`config.mk`:
```
export PLATFORM = sky130hd
export DESIGN_NAME = uart_tx_scheduler
export DESIGN_NICKNAME = d
export VERILOG_FILES = /design/src/rtl/uart_sched_pkg.sv /design/src/rtl/uart_rr_arb2.sv /design/src/rtl/uart_tx_scheduler.sv
export SDC_FILE = /design/constraint.sdc
export NUM_CORES = 1
export LEC_CHECK = 0
export ABC_AREA = 1
export BUFFER_PORTS_ARGS = -buffer_cell sky130_fd_sc_hd__buf_2
export CORE_ASPECT_RATIO = 0.5
export CORE_MARGIN = 1
export CORE_UTILIZATION = 50
export CTS_CLUSTER_DIAMETER = 100
export CTS_CLUSTER_SIZE = 30
export DETAILED_ROUTE_END_ITERATION = 12
export HOLD_SLACK_MARGIN = 0.06
export PLACE_DENSITY = 0.75
export SLEW_MARGIN = 20
export SYNTH_ARGS = -nofsm -noshare
export SYNTH_HDL_FRONTEND = slang
export SYNTH_SLANG_ARGS = --single-unit
```
`constraint.sdc`:
```
create_clock -name i_Clock -period 2.8 [get_ports i_Clock]
set_input_delay 0.28 -clock i_Clock [delete_from_list [all_inputs] [get_ports i_Clock]]
set_output_delay 0.28 -clock i_Clock [all_outputs]
set_load 0.005 [all_outputs]
```
`src/rtl/uart_sched_pkg.sv`:
```
// Shared definitions for the uart_tx byte scheduler.
// State encoding, default timing parameters and requester indices.
package uart_sched_pkg;

  localparam logic [2:0] ST_IDLE = 3'd0;
  localparam logic [2:0] ST_SEND = 3'd1;
  localparam logic [2:0] ST_WAIT = 3'd2;
  localparam logic [2:0] ST_GAP  = 3'd3;
  localparam logic [2:0] ST_HOLD = 3'd4;

  typedef enum logic [2:0] {
    S_IDLE = ST_IDLE,
    S_SEND = ST_SEND,
    S_WAIT = ST_WAIT,
    S_GAP  = ST_GAP,
    S_HOLD = ST_HOLD
  } state_t;

  localparam int GAP_CLKS_DEF     = 0;
  localparam int TIMEOUT_CLKS_DEF = 2048;

  localparam logic REQ0 = 1'b0;
  localparam logic REQ1 = 1'b1;

  function automatic logic owner_idx(
    input logic [1:0] grant
  );
    return grant[1] ? REQ1 : REQ0;
  endfunction

endpackage

```
`src/rtl/uart_rr_arb2.sv`:
```
// Combinational 2-way round-robin pick.
// i_Valid: requests; i_Last_Grant: previous owner; o_Grant: one-hot.
module uart_rr_arb2
  import uart_sched_pkg::*;
(
  input  logic [1:0] i_Valid,
  input  logic       i_Last_Grant,
  output logic [1:0] o_Grant
);

  always_comb begin
    o_Grant = 2'b00;
    unique case (i_Valid)
      2'b01:   o_Grant = 2'b01;
      2'b10:   o_Grant = 2'b10;
      2'b11:   o_Grant = (i_Last_Grant == REQ1) ? 2'b01 : 2'b10;
      default: o_Grant = 2'b00;
    endcase
  end

endmodule

```
`src/rtl/uart_tx_scheduler.sv`:
```
// Shares one uart_tx between two byte requesters with packet lock.
// Req0/Req1 valid/ready byte ports in; Tx_DV/Tx_Byte to uart_tx out.
module uart_tx_scheduler
  import uart_sched_pkg::*;
#(
  parameter int GAP_CLKS     = GAP_CLKS_DEF,
  parameter int TIMEOUT_CLKS = TIMEOUT_CLKS_DEF
) (
  input  logic       i_Clock,
  input  logic       i_Rst_n,
  input  logic       i_Req0_Valid,
  input  logic [7:0] i_Req0_Byte,
  input  logic       i_Req0_Last,
  output logic       o_Req0_Ready,
  input  logic       i_Req1_Valid,
  input  logic [7:0] i_Req1_Byte,
  input  logic       i_Req1_Last,
  output logic       o_Req1_Ready,
  output logic       o_Tx_DV,
  output logic [7:0] o_Tx_Byte,
  input  logic       i_Tx_Active,
  input  logic       i_Tx_Done,
  output logic [1:0] o_Grant,
  output logic       o_Busy,
  output logic       o_Timeout
);

  localparam int WW = $clog2(TIMEOUT_CLKS);
  localparam int GW =
    (GAP_CLKS > 0) ? $clog2(GAP_CLKS + 1) : 1;
  localparam logic [WW-1:0] WD_LAST =
    WW'(TIMEOUT_CLKS - 1);
  localparam logic [GW-1:0] GAP_LAST =
    GW'((GAP_CLKS > 0) ? GAP_CLKS - 1 : 0);

  state_t        r_State, w_State;
  logic [1:0]    r_Grant, w_Grant;
  logic          r_Last, w_Last;
  logic          r_Last_Grant, w_Last_Grant;
  logic          r_Tx_DV, w_Tx_DV;
  logic [7:0]    r_Tx_Byte, w_Tx_Byte;
  logic          r_Timeout, w_Timeout;
  logic [WW-1:0] r_Wdog, w_Wdog;
  logic [GW-1:0] r_Gap, w_Gap;

  logic [1:0] w_Pick;
  logic       w_Hs;
  logic [7:0] w_Sel_Byte;
  logic       w_Sel_Last;
  logic       w_Own_Valid;

  uart_rr_arb2 u_arb (
    .i_Valid      ({i_Req1_Valid, i_Req0_Valid}),
    .i_Last_Grant (r_Last_Grant),
    .o_Grant      (w_Pick)
  );

  assign o_Req0_Ready =
    (r_State == S_SEND) & r_Grant[0] & ~i_Tx_Active;
  assign o_Req1_Ready =
    (r_State == S_SEND) & r_Grant[1] & ~i_Tx_Active;

  assign w_Hs =
    (o_Req0_Ready & i_Req0_Valid) |
    (o_Req1_Ready & i_Req1_Valid);

  assign w_Sel_Byte =
    r_Grant[1] ? i_Req1_Byte : i_Req0_Byte;
  assign w_Sel_Last =
    r_Grant[1] ? i_Req1_Last : i_Req0_Last;
  assign w_Own_Valid =
    r_Grant[1] ? i_Req1_Valid : i_Req0_Valid;

  always_comb begin
    w_State      = r_State;
    w_Grant      = r_Grant;
    w_Last       = r_Last;
    w_Last_Grant = r_Last_Grant;
    w_Tx_DV      = 1'b0;
    w_Tx_Byte    = r_Tx_Byte;
    w_Timeout    = 1'b0;
    w_Wdog       = r_Wdog;
    w_Gap        = r_Gap;
    unique case (r_State)
      S_IDLE: begin
        if (|w_Pick) begin
          w_Grant = w_Pick;
          w_State = S_SEND;
        end
      end
      S_SEND: begin
        if (w_Hs) begin
          w_Tx_Byte = w_Sel_Byte;
          w_Last    = w_Sel_Last;
          w_Tx_DV   = 1'b1;
          w_Wdog    = '0;
          w_State   = S_WAIT;
        end
      end
      S_WAIT: begin
        // Done is checked first so it wins over expiry.
        if (i_Tx_Done) begin
          if (r_Last) begin
            w_Grant      = 2'b00;
            w_Last_Grant = owner_idx(r_Grant);
          end
          if (GAP_CLKS == 0) begin
            w_State = r_Last ? S_IDLE : S_HOLD;
          end else begin
            w_Gap   = '0;
            w_State = S_GAP;
          end
        end else if (r_Wdog == WD_LAST) begin
          w_Timeout    = 1'b1;
          w_Grant      = 2'b00;
          w_Last       = 1'b0;
          w_Last_Grant = owner_idx(r_Grant);
          w_State      = S_IDLE;
        end else begin
          w_Wdog = r_Wdog + WW'(1);
        end
      end
      S_GAP: begin
        if (r_Gap == GAP_LAST) begin
          w_State = (|r_Grant) ? S_HOLD : S_IDLE;
        end else begin
          w_Gap = r_Gap + GW'(1);
        end
      end
      S_HOLD: begin
        if (w_Own_Valid) begin
          w_State = S_SEND;
        end
      end
      default: w_State = S_IDLE;
    endcase
  end

  always_ff @(posedge i_Clock or negedge i_Rst_n) begin
    if (!i_Rst_n) begin
      r_State      <= S_IDLE;
      r_Grant      <= 2'b00;
      r_Last       <= 1'b0;
      r_Last_Grant <= REQ1;
      r_Tx_DV      <= 1'b0;
      r_Tx_Byte    <= 8'h00;
      r_Timeout    <= 1'b0;
      r_Wdog       <= '0;
      r_Gap        <= '0;
    end else begin
      r_State      <= w_State;
      r_Grant      <= w_Grant;
      r_Last       <= w_Last;
      r_Last_Grant <= w_Last_Grant;
      r_Tx_DV      <= w_Tx_DV;
      r_Tx_Byte    <= w_Tx_Byte;
      r_Timeout    <= w_Timeout;
      r_Wdog       <= w_Wdog;
      r_Gap        <= w_Gap;
    end
  end

  assign o_Tx_DV   = r_Tx_DV;
  assign o_Tx_Byte = r_Tx_Byte;
  assign o_Grant   = r_Grant;
  assign o_Timeout = r_Timeout;
  assign o_Busy    = (r_State != S_IDLE);

endmodule

```
* Word level (Yosys, flattened, before mapping)
Index checks and enable logic that the tools add are counted.
** Word-level totals
- ROM bits :: 0
- Word-level logic and storage cells :: 87
- Latch bits :: 0
- Register bits :: 29
- RAM bits :: 0
- Memories :: 0
** Operators by class
- Multiply operators :: 0
- Equal/unequal tests :: 18
- Muxes and demuxes :: 37
- Divide/modulo/power cells :: 0
- Order comparisons :: 0
- Reduce and logical (&&, ||, !) cells :: 13
- Shifts and indexed selects :: 0
- Add/sub/neg operators :: 2
- Bitwise logic cells :: 8
** Operators with widths (number)
- $mux W11 :: 3
- $mux W3 :: 8
- $pmux W11 S2 :: 1
- $mux W1 :: 15
- $pmux W3 S5 :: 1
- $ne A2 B2 Y1 const B :: 7
- $reduce_and A4 Y1 :: 3
- $add A11 B1 Y11 const B :: 1
- $eq A11 B11 Y1 const B :: 1
- $mux W2 :: 5
- $mux W8 :: 1
- $and A1 B1 Y1 :: 6
- $eq A3 B2 Y1 const B :: 2
- $ne A3 B3 Y1 const B :: 2
- $pmux W2 S3 :: 1
- $reduce_bool A2 Y1 :: 3
- $reduce_and A5 Y1 :: 1
- $eq A2 B2 Y1 const B :: 2
- $pmux W2 S2 :: 1
- $reduce_or A2 Y1 :: 2
- $eq A3 B1 Y1 const B :: 1
- $eq A3 B3 Y1 const B :: 1
- $logic_not A3 Y1 :: 1
- $reduce_and A3 Y1 :: 1
- 8 further kinds :: 8

* Depth between registers and ports, before layout
Gate-level depths: netlist (run 1).
- Word-level depth :: 7
- Depth in mapped cells :: 10
- Mapped depth without buffers :: 10

* Modules after synthesis
From an unflattened synthesis (run 1), not the netlist that was laid out.
** Unflattened totals
- Cell total of the unflattened synthesis :: 227
- Area total of the unflattened synthesis :: 1651.6 µm²
** Modules (own cells, without submodules)
- uart_tx_scheduler :: cells an instance 222, instances 1, area an instance 1630.3 µm², sequential area each 701.9 µm²
- uart_rr_arb2 :: cells an instance 5, instances 1, area an instance 21.3 µm², sequential area each 0.0 µm²

* Worst setup path after synthesis (run 1)
Ideal clock, no wire load.
- Kind :: register to register
- Start :: register r_Wdog[0]
- End :: register r_Wdog[9]
- Data required time :: 2683 ps
- Library setup time :: 117 ps
- Cell stages (with the launch flop) :: 10
- Slack :: 1394 ps
- Arrival :: 1289 ps
- Buffers on the path :: 1
- Path through :: dfrtp_1 ha_1 nand2_1 nor2_2 nand3_2 nand3_2 nand2_4 buf_6 nand3_1 nand2_1
** On the way
- Cells in the longest elaborated chain, start to end :: 4
** RTL lines
- start: declaration :: line uart_tx_scheduler.sv:43 : logic [WW-1:0] r_Wdog, w_Wdog;
- start signal: assignment :: line uart_tx_scheduler.sv:158 : r_Wdog <= w_Wdog;
- $add A11 B1 Y11 :: line uart_tx_scheduler.sv:120 : w_Wdog = r_Wdog + WW'(1);
- $mux W11 :: line uart_tx_scheduler.sv:113 : end else if (r_Wdog == WD_LAST) begin
- $mux W11 :: line uart_tx_scheduler.sv:102 : if (i_Tx_Done) begin
- $pmux W11 S2 :: line uart_tx_scheduler.sv:84 : unique case (r_State)
Several ways; a longest one is shown, not always the timed one. The select of a mux whose other input is x is not followed.
A chain may end at the register's enable or synchronous reset.

* Worst setup path in the final report (run 1)
- Start :: register r_Grant[1] (netlist: o_Grant[1])
- End :: register r_Wdog[1]
** On the way
- Cells in the longest elaborated chain, start to end :: 6
** RTL lines
- start: declaration :: line uart_tx_scheduler.sv:37 : logic [1:0] r_Grant, w_Grant;
- start signal: assignment :: line uart_tx_scheduler.sv:152 : r_Grant <= w_Grant;
- $and A1 B1 Y1 (2 in a row) :: line uart_tx_scheduler.sv:61 : (r_State == S_SEND) & r_Grant[1] & ~i_Tx_Active;
- $and A1 B1 Y1 :: line uart_tx_scheduler.sv:65 : (o_Req1_Ready & i_Req1_Valid);
- $or A1 B1 Y1 :: line uart_tx_scheduler.sv:64 : (o_Req0_Ready & i_Req0_Valid) |
- $ne A2 B2 Y1 (no source line)
- $reduce_and A4 Y1 (no source line)
Every way passes these cells.

==> results.ini, run 1 <==
[placed_design]
post_dp_cell_area_um2 = 1750
place.detailed.hpwl_um = 2400
port-buffer-count = 38
finalWeightedCongestion = 0.828

[cts]
path_clk_slew_ns = 0.10
cts_num_sinks = 28
cts-buffers-inserted = 3
clock_latency_ns = 0.28
tritoncts = done
cts-htree-levels = 1
cts.path.max_buffers = 2
cts_resized = 0
number_of_buffers_added_for_setup_after_cts = 0
clk_root_buffer_cell = sky130_fd_sc_hd__clkbuf_8
hold_buffers = 1

[global_route]
grt_usage = 0.206
antenna_found_initial = 0
grt_max_degree = 29
grt-ovfl-total = 0
number_of_global_route_vias_before_repair = 1129
wire_length_of_the_first_global_routing_pass_um = 5000

[critical_path]
delay_of_the_slowest_critical_path_stage_ns = 0.65
path_class = flop to flop
regToRegEndpoint = r_Wdog[1]
critical_path_buf_inv_count = 3
regToRegStartpoint = o_Grant[1]
worst-r2r-cell-count = 9
critical-path-top-delay-family = simple AND/OR/NAND/NOR gates
cp_cell_sequence = inv_2 > nor2_1 > nand3_2 > nand2_4 > inv_2 > nand2_4 > inv_2 > nand2_1 > nand2_1
critical_path_arrival_ns = 2.03
critical_path.slowest_cell = sky130_fd_sc_hd__dfrtp_1
worstPathMaxFanout = 18
critical_path.most_common_cell = sky130_fd_sc_hd__inv_2
worst-endpoint-required_ns = 2.98
timing.critical_path.depth = 9
worstSetupEndpointType = flop
startpoint_type = flop
timing.reg2reg.setup_slack_ns = 0.95

[drt]
route.antenna.remaining_nets = 0
detail_route.drc_violations = 0
route.vias.total = 1442
routed_wirelength_um = 3370
drt-vias-per-instance = 5.02
wl_per_cell_um = 11.8
drt_iter0_drc = 125
drt_pre_antenna_iters = 4

[synthesis]
postSynthCellCount = 212
synth.cell_area_um2 = 1550
syn_nets = 237
ys_types = 25
yosysSeqAreaShare = 0.454
average_size_of_a_mapped_cell_um2 = 7.30
synth_seq_cells = 28
synth.yosys.warnings = 0

[timing]
timing_max_transition_violations_final = 0
worst_slew_pin_slew_ns = 0.622
layout_min_cycle_time_ns = 1.85
slew_margin_rel = 0.585
hold_slack_ns = 0.171
hold_viol = 0
fin_worst_skew_ns = 0.00542
grt_setup_unrepaired = no
fin_crit_sh = 0.662
setup-tns-final_ns = 0
timing.fmax_mhz = 540
final-setup-viol-count = 0

[run]
drv.max_cap_violation_count = 0

[min_path]
worstHoldPathCells = 2
timing.hold.worst.start = i_Tx_Done
timing.hold.worst.class = input pin to flop
hold_end = o_Timeout

[die]
coreArea_um2 = 2770
die_height_um = 41.3
die_area_um2 = 3340
top_level_ports = 39
start_util = 0.560
core.rowCount = 13
chipWidth_um = 80.7

[pwr]
cellPowerDensity_nw_per_um2 = 838
leakage_nw = 0.906
vdd_ir_drop_max_mv = 0.379
report.power.total_w = 0.00152

[run_status]
run_status = finished, final reports clean

[final_layout]
final_net_count = 276
post-route-util = 0.654
postLayoutCellArea_um2 = 1810
n_fill_cell = 252
fraction_of_final_layout_cells_sized_beyond_drive_strength_1 = 0.224
antenna-diode-count = 0
area_delta_synth_final_pct = 16.9

## final cells by class
cell class / instances / area [µm²] / share of cell area
inverter: 19 / 71.3 / 0.0394
sequential: 28 / 702 / 0.388
multi-input combinational: 160 / 744 / 0.411
clock buffer: 4 / 45.0 / 0.0249
tap: 37 / 46.3 / 0.0256
timing repair buffer: 39 / 200 / 0.111
## through the flow
step / setup slack [ns] / instances
after floorplan: 1.39 / 212
after global placement: 1.01 / 282
after detailed placement: 0.975 / 282
after CTS: 0.949 / 287
after global routing: 0.792 / 287
final: 0.947 / 287
## flip-flops by register name (all words and copies together), names as in the netlist
name	flops
o_Grant	2
o_Timeout	1
o_Tx_Byte	8
o_Tx_DV	1
r_Last	1
r_Last_Grant	1
r_State	3
r_Wdog	11
## where the power goes
part | leakage (nW) | total, W | internal (W) | switching, W
Sequential | 0.356 | 0.000634 | 0.000532 | 0.000102
Clock | 0.0228 | 0.000230 | 0.000102 | 0.000128
Combinational | 0.527 | 0.000652 | 0.000247 | 0.000405
Total | 0.906 | 0.00152 | 0.000881 | 0.000634
## worst reg2reg max path, stage by stage (launching register included)
cell	delay, ns
sky130_fd_sc_hd__dfrtp_1	0.65
sky130_fd_sc_hd__inv_2	0.21
sky130_fd_sc_hd__nor2_1	0.16
sky130_fd_sc_hd__nand3_2	0.12
sky130_fd_sc_hd__nand2_4	0.18
sky130_fd_sc_hd__inv_2	0.07
sky130_fd_sc_hd__nand2_4	0.15
sky130_fd_sc_hd__inv_2	0.11
sky130_fd_sc_hd__nand2_1	0.07
sky130_fd_sc_hd__nand2_1	0.05
## how the worst max path moves through the flow
stage                     slack, ns   endpoint       start
after floorplan                1.39  r_Wdog[9]   r_Wdog[0]
after global placement         1.01  r_Wdog[8]  o_Grant[1]
after detailed placement       0.97  r_Wdog[1]  o_Grant[1]
after CTS                      0.95  r_Wdog[1]  o_Grant[1]
after global routing           0.79  r_Wdog[1]  o_Grant[1]
final                          0.95  r_Wdog[1]  o_Grant[1]
## routing by layer
metal,vias to the layer above,wire length (µm),track usage
li1,754,-,-
met1,630,1650,0.274
met2,56,1390,0.360
met3,2,314,0.0500
met4,0,13,0.0357
met5,-,0,0
## cells by family (layout without fill, tap and decap cells)
family          Yosys count  after routing  share of synthesized area
compound gates           30             30                      0.108
xor+xnor                  1              1                    0.00566
fa+ha+maj                 1              1                    0.00808
buf+inv                  24             62                     0.0655
flops                    28             28                      0.454
simple gates            128            128                      0.360
## placed cells by master, fill, tap and decap left out
master / synthesis / final
sky130_fd_sc_hd__nand2_1: 74 / 74
sky130_fd_sc_hd__buf_2: 0 / 38
sky130_fd_sc_hd__nor2_1: 30 / 30
sky130_fd_sc_hd__dfrtp_1: 27 / 27
sky130_fd_sc_hd__inv_1: 14 / 14
sky130_fd_sc_hd__o21ai_0: 12 / 12
sky130_fd_sc_hd__nand3_1: 9 / 9
sky130_fd_sc_hd__a31oi_1: 8 / 8
sky130_fd_sc_hd__a21oi_1: 8 / 8
sky130_fd_sc_hd__inv_2: 5 / 5
sky130_fd_sc_hd__nand3_2: 4 / 4
sky130_fd_sc_hd__nor3_1: 3 / 3
sky130_fd_sc_hd__clkbuf_8: 0 / 3
sky130_fd_sc_hd__nand2_4: 2 / 2
sky130_fd_sc_hd__nand4_1: 2 / 2
sky130_fd_sc_hd__nand2_2: 1 / 1
sky130_fd_sc_hd__nor2_4: 1 / 1
sky130_fd_sc_hd__nor2_2: 1 / 1
sky130_fd_sc_hd__xor2_1: 1 / 1
sky130_fd_sc_hd__o21a_1: 1 / 1
sky130_fd_sc_hd__nor3b_1: 1 / 1
sky130_fd_sc_hd__o221ai_1: 1 / 1
sky130_fd_sc_hd__ha_1: 1 / 1
sky130_fd_sc_hd__clkbuf_1: 3 / 1
sky130_fd_sc_hd__dlygate4sd3_1: 0 / 1
sky130_fd_sc_hd__dfstp_2: 1 / 1
## cell usage after synthesis
cell | count | area (µm²)
sky130_fd_sc_hd__inv_1 | 14 | 52.6
sky130_fd_sc_hd__buf_6 | 1 | 11.3
sky130_fd_sc_hd__nand2_2 | 1 | 6.26
sky130_fd_sc_hd__o221ai_1 | 1 | 8.76
sky130_fd_sc_hd__o21a_1 | 1 | 7.51
sky130_fd_sc_hd__dfrtp_1 | 27 | 676
sky130_fd_sc_hd__o21ai_0 | 12 | 60.1
sky130_fd_sc_hd__xor2_1 | 1 | 8.76
sky130_fd_sc_hd__nand4_1 | 2 | 12.5
sky130_fd_sc_hd__nand2_1 | 74 | 278
sky130_fd_sc_hd__dfstp_2 | 1 | 26.3
sky130_fd_sc_hd__nand2_4 | 2 | 22.5
sky130_fd_sc_hd__nand3_1 | 9 | 45.0
sky130_fd_sc_hd__clkbuf_1 | 3 | 11.3
sky130_fd_sc_hd__a21oi_1 | 8 | 40.0
sky130_fd_sc_hd__buf_4 | 1 | 7.51
sky130_fd_sc_hd__a31oi_1 | 8 | 50.1
sky130_fd_sc_hd__nor3b_1 | 1 | 7.51
sky130_fd_sc_hd__ha_1 | 1 | 12.5
sky130_fd_sc_hd__nand3_2 | 4 | 40.0
sky130_fd_sc_hd__nor2_1 | 30 | 113
sky130_fd_sc_hd__nor2_4 | 1 | 11.3
sky130_fd_sc_hd__nor2_2 | 1 | 6.26
sky130_fd_sc_hd__nor3_1 | 3 | 15.0
sky130_fd_sc_hd__inv_2 | 5 | 18.8
Note: power is estimated with default switching activity, not from simulation.
==> run 2: changes to the inputs <==
==> constraint.sdc (replaced) <==
create_clock -name i_Clock -period 1.83 [get_ports i_Clock]
set_input_delay 0.183 -clock i_Clock [delete_from_list [all_inputs] [get_ports i_Clock]]
set_output_delay 0.183 -clock i_Clock [all_outputs]
set_load 0.005 [all_outputs]
==> run 2 against run 1 <==
Cell count up 0.70%. Highest routed layer unchanged. Combinational power rose by 64%. Utilization is 1.5 points higher. Sequential power up 48%. Fmax grew 15%. Critical path depth stayed put.
==> results.ini, run 2 (synthesis results as in run 1) <==
[run]
drv.max_cap_violation_count = 0  ; unchanged

[drt]
drt-vias-per-instance = 5.09  ; was 5.02
route.antenna.remaining_nets = 0  ; unchanged
drt_iter0_drc = 73  ; was 125
wl_per_cell_um = 11.6  ; was 11.8 µm
drt_pre_antenna_iters = 6  ; was 4
route.vias.total = 1471  ; was 1442
detail_route.drc_violations = 0  ; unchanged
routed_wirelength_um = 3340  ; was 3370 µm

[min_path]
timing.hold.worst.class = input pin to flop  ; unchanged
hold_end = o_Timeout  ; unchanged
timing.hold.worst.start = i_Tx_Done  ; unchanged
worstHoldPathCells = 2  ; unchanged

[die]
top_level_ports = 39  ; unchanged
core.rowCount = 13  ; unchanged
start_util = 0.560  ; unchanged
chipWidth_um = 80.7  ; unchanged
die_height_um = 41.3  ; unchanged
coreArea_um2 = 2770  ; unchanged
die_area_um2 = 3340  ; unchanged

[global_route]
grt_max_degree = 29  ; unchanged
number_of_global_route_vias_before_repair = 1191  ; was 1129
grt_usage = 0.210  ; was 0.206
grt-ovfl-total = 0  ; unchanged
wire_length_of_the_first_global_routing_pass_um = 5090  ; was 5000 µm
antenna_found_initial = 0  ; unchanged

[run_status]
run_status = finished, final reports clean  ; unchanged

[critical_path]
worst-r2r-cell-count = 9  ; unchanged
timing.reg2reg.setup_slack_ns = 0.22  ; was 0.95 ns
worst-endpoint-required_ns = 2.05  ; was 2.98 ns
regToRegStartpoint = r_Wdog[0]  ; was o_Grant[1]
regToRegEndpoint = r_Wdog[1]  ; unchanged
worstSetupEndpointType = flop  ; unchanged
critical_path_buf_inv_count = 1  ; was 3
worstPathMaxFanout = 15  ; was 18
critical_path_arrival_ns = 1.83  ; was 2.03 ns
startpoint_type = flop  ; unchanged
critical_path.most_common_cell = sky130_fd_sc_hd__nand2_1  ; was sky130_fd_sc_hd__inv_2
cp_cell_sequence = ha_1 > nand2_1 > nor2_2 > nand3_2 > nand3_2 > nand2_4 > inv_2 > nand2_1 > nand2_1  ; was inv_2 > nor2_1 > nand3_2 > nand2_4 > inv_2 > nand2_4 > inv_2 > nand2_1 > nand2_1
critical-path-top-delay-family = simple AND/OR/NAND/NOR gates  ; unchanged
path_class = flop to flop  ; unchanged
critical_path.slowest_cell = sky130_fd_sc_hd__dfrtp_1  ; unchanged
delay_of_the_slowest_critical_path_stage_ns = 0.41  ; was 0.65 ns

[placed_design]
finalWeightedCongestion = 0.907  ; was 0.828
dp_slack_ns = 0.247  ; was 0.975 ns
port-buffer-count = 38  ; unchanged
place.detailed.hpwl_um = 2430  ; was 2400 µm

[timing]
fin_worst_skew_ns = 0.00552  ; was 0.00542 ns
setup-tns-final_ns = 0  ; unchanged
timing_max_transition_violations_final = 0  ; unchanged
final-setup-viol-count = 0  ; unchanged
fin_crit_sh = 0.882  ; was 0.662
slew_margin_rel = 0.589  ; was 0.585
layout_min_cycle_time_ns = 1.61  ; was 1.85 ns
grt_setup_unrepaired = no  ; unchanged
timing.final.ws_setup_ns = 0.216  ; was 0.947 ns
timing.fmax_mhz = 620  ; was 540 MHz
worst_slew_pin_slew_ns = 0.616  ; was 0.622 ns
hold_viol = 0  ; unchanged

[cts]
tritoncts = done  ; unchanged
clock_latency_ns = 0.28  ; about the same
cts_num_sinks = 28  ; unchanged
cts-htree-levels = 1  ; unchanged
cts-buffers-inserted = 3  ; unchanged
path_clk_slew_ns = 0.09  ; was 0.10 ns
cts.path.max_buffers = 2  ; unchanged
clk_root_buffer_cell = sky130_fd_sc_hd__clkbuf_8  ; unchanged

[final_layout]
final_net_count = 278  ; was 276
most_common_cell_after_layout_fill_and_taps_aside = sky130_fd_sc_hd__nand2_1  ; unchanged
flip_flop_count_of_the_largest_register_after_layout = 11  ; unchanged
area_delta_synth_final_pct = 19.6  ; was 16.9%
antenna-diode-count = 0  ; unchanged
top_register = r_Wdog  ; unchanged
fraction_of_final_layout_cells_sized_beyond_drive_strength_1 = 0.234  ; was 0.224
layout.cells.most_common_list = 74 x sky130_fd_sc_hd__nand2_1, 38 x sky130_fd_sc_hd__buf_2, 30 x sky130_fd_sc_hd__nor2_1  ; unchanged

[pwr]
leakage_nw = 0.928  ; was 0.906 nW
vdd_ir_drop_max_mv = 0.721  ; was 0.379 mV
cellPowerDensity_nw_per_um2 = 1350  ; was 838 nW/µm²

-- run 2: layout make-up --
cell class	count	area [µm²]
inverters	19	71.3
multi-input cells	160	744
fillers	233	915
clock inverters	1	30.0
flip-flops and latches	28	702
repair buffers	41	215
clock buffers	3	41.3
well taps	37	46.3
-- run 2: stage by stage --
stage | instances | utilization | area (µm²) | power, W | hold WS [ns]
2_1_floorplan | 212 | - | 1550 | 0.00167 | -0.113
3_3_place_gp | 284 | 0.640 | 1770 | 0.00198 | 0.225
3_5_place_dp | 284 | 0.640 | 1770 | 0.00201 | 0.229
4_1_cts | 289 | 0.669 | 1850 | 0.00251 | 0.0790
5_1_grt | 289 | 0.669 | 1850 | 0.00271 | 0.0755
6_report | 289 | 0.669 | 1850 | 0.00250 | 0.0799
-- run 2: timing repair --
item / CTS / global route
endpoints found under the hold margin: 27 / 0
hold buffers: 1 / 0
setup buffers: 0 / 0
resized for setup: 0 / 0
endpoints found under the setup margin: 0 / 0
-- run 2: power by group --
group	total [W]	internal (W)	leakage [nW]	switching, W
clock	0.000489	0.000293	0.0357	0.000196
sequential	0.000940	0.000815	0.356	0.000125
combinational	0.00107	0.000398	0.536	0.000670
-- run 2: worst max-delay path by stage --
stage	startpoint	end	slack [ns]	cells after the start
floorplan	r_Wdog[0]	r_Wdog[9]	0.42	9
global placement	r_Wdog[0]	r_Wdog[8]	0.28	9
detailed placement	r_Wdog[0]	r_Wdog[4]	0.25	9
CTS	r_Wdog[0]	r_Wdog[1]	0.22	9
global route	r_Wdog[0]	r_Wdog[1]	0.03	9
finish	r_Wdog[0]	r_Wdog[1]	0.22	9
-- run 2: routing by layer --
metal / routed length (µm) / vias to the layer above / share of wire / track usage
li1: - / 763 / - / -
met1: 1640 / 654 / 0.49 / 0.263
met2: 1460 / 52 / 0.44 / 0.390
met3: 235 / 2 / 0.070 / 0.0565
met4: 13 / 0 / 0.0039 / 0.0313
met5: 0 / - / 0 / 0
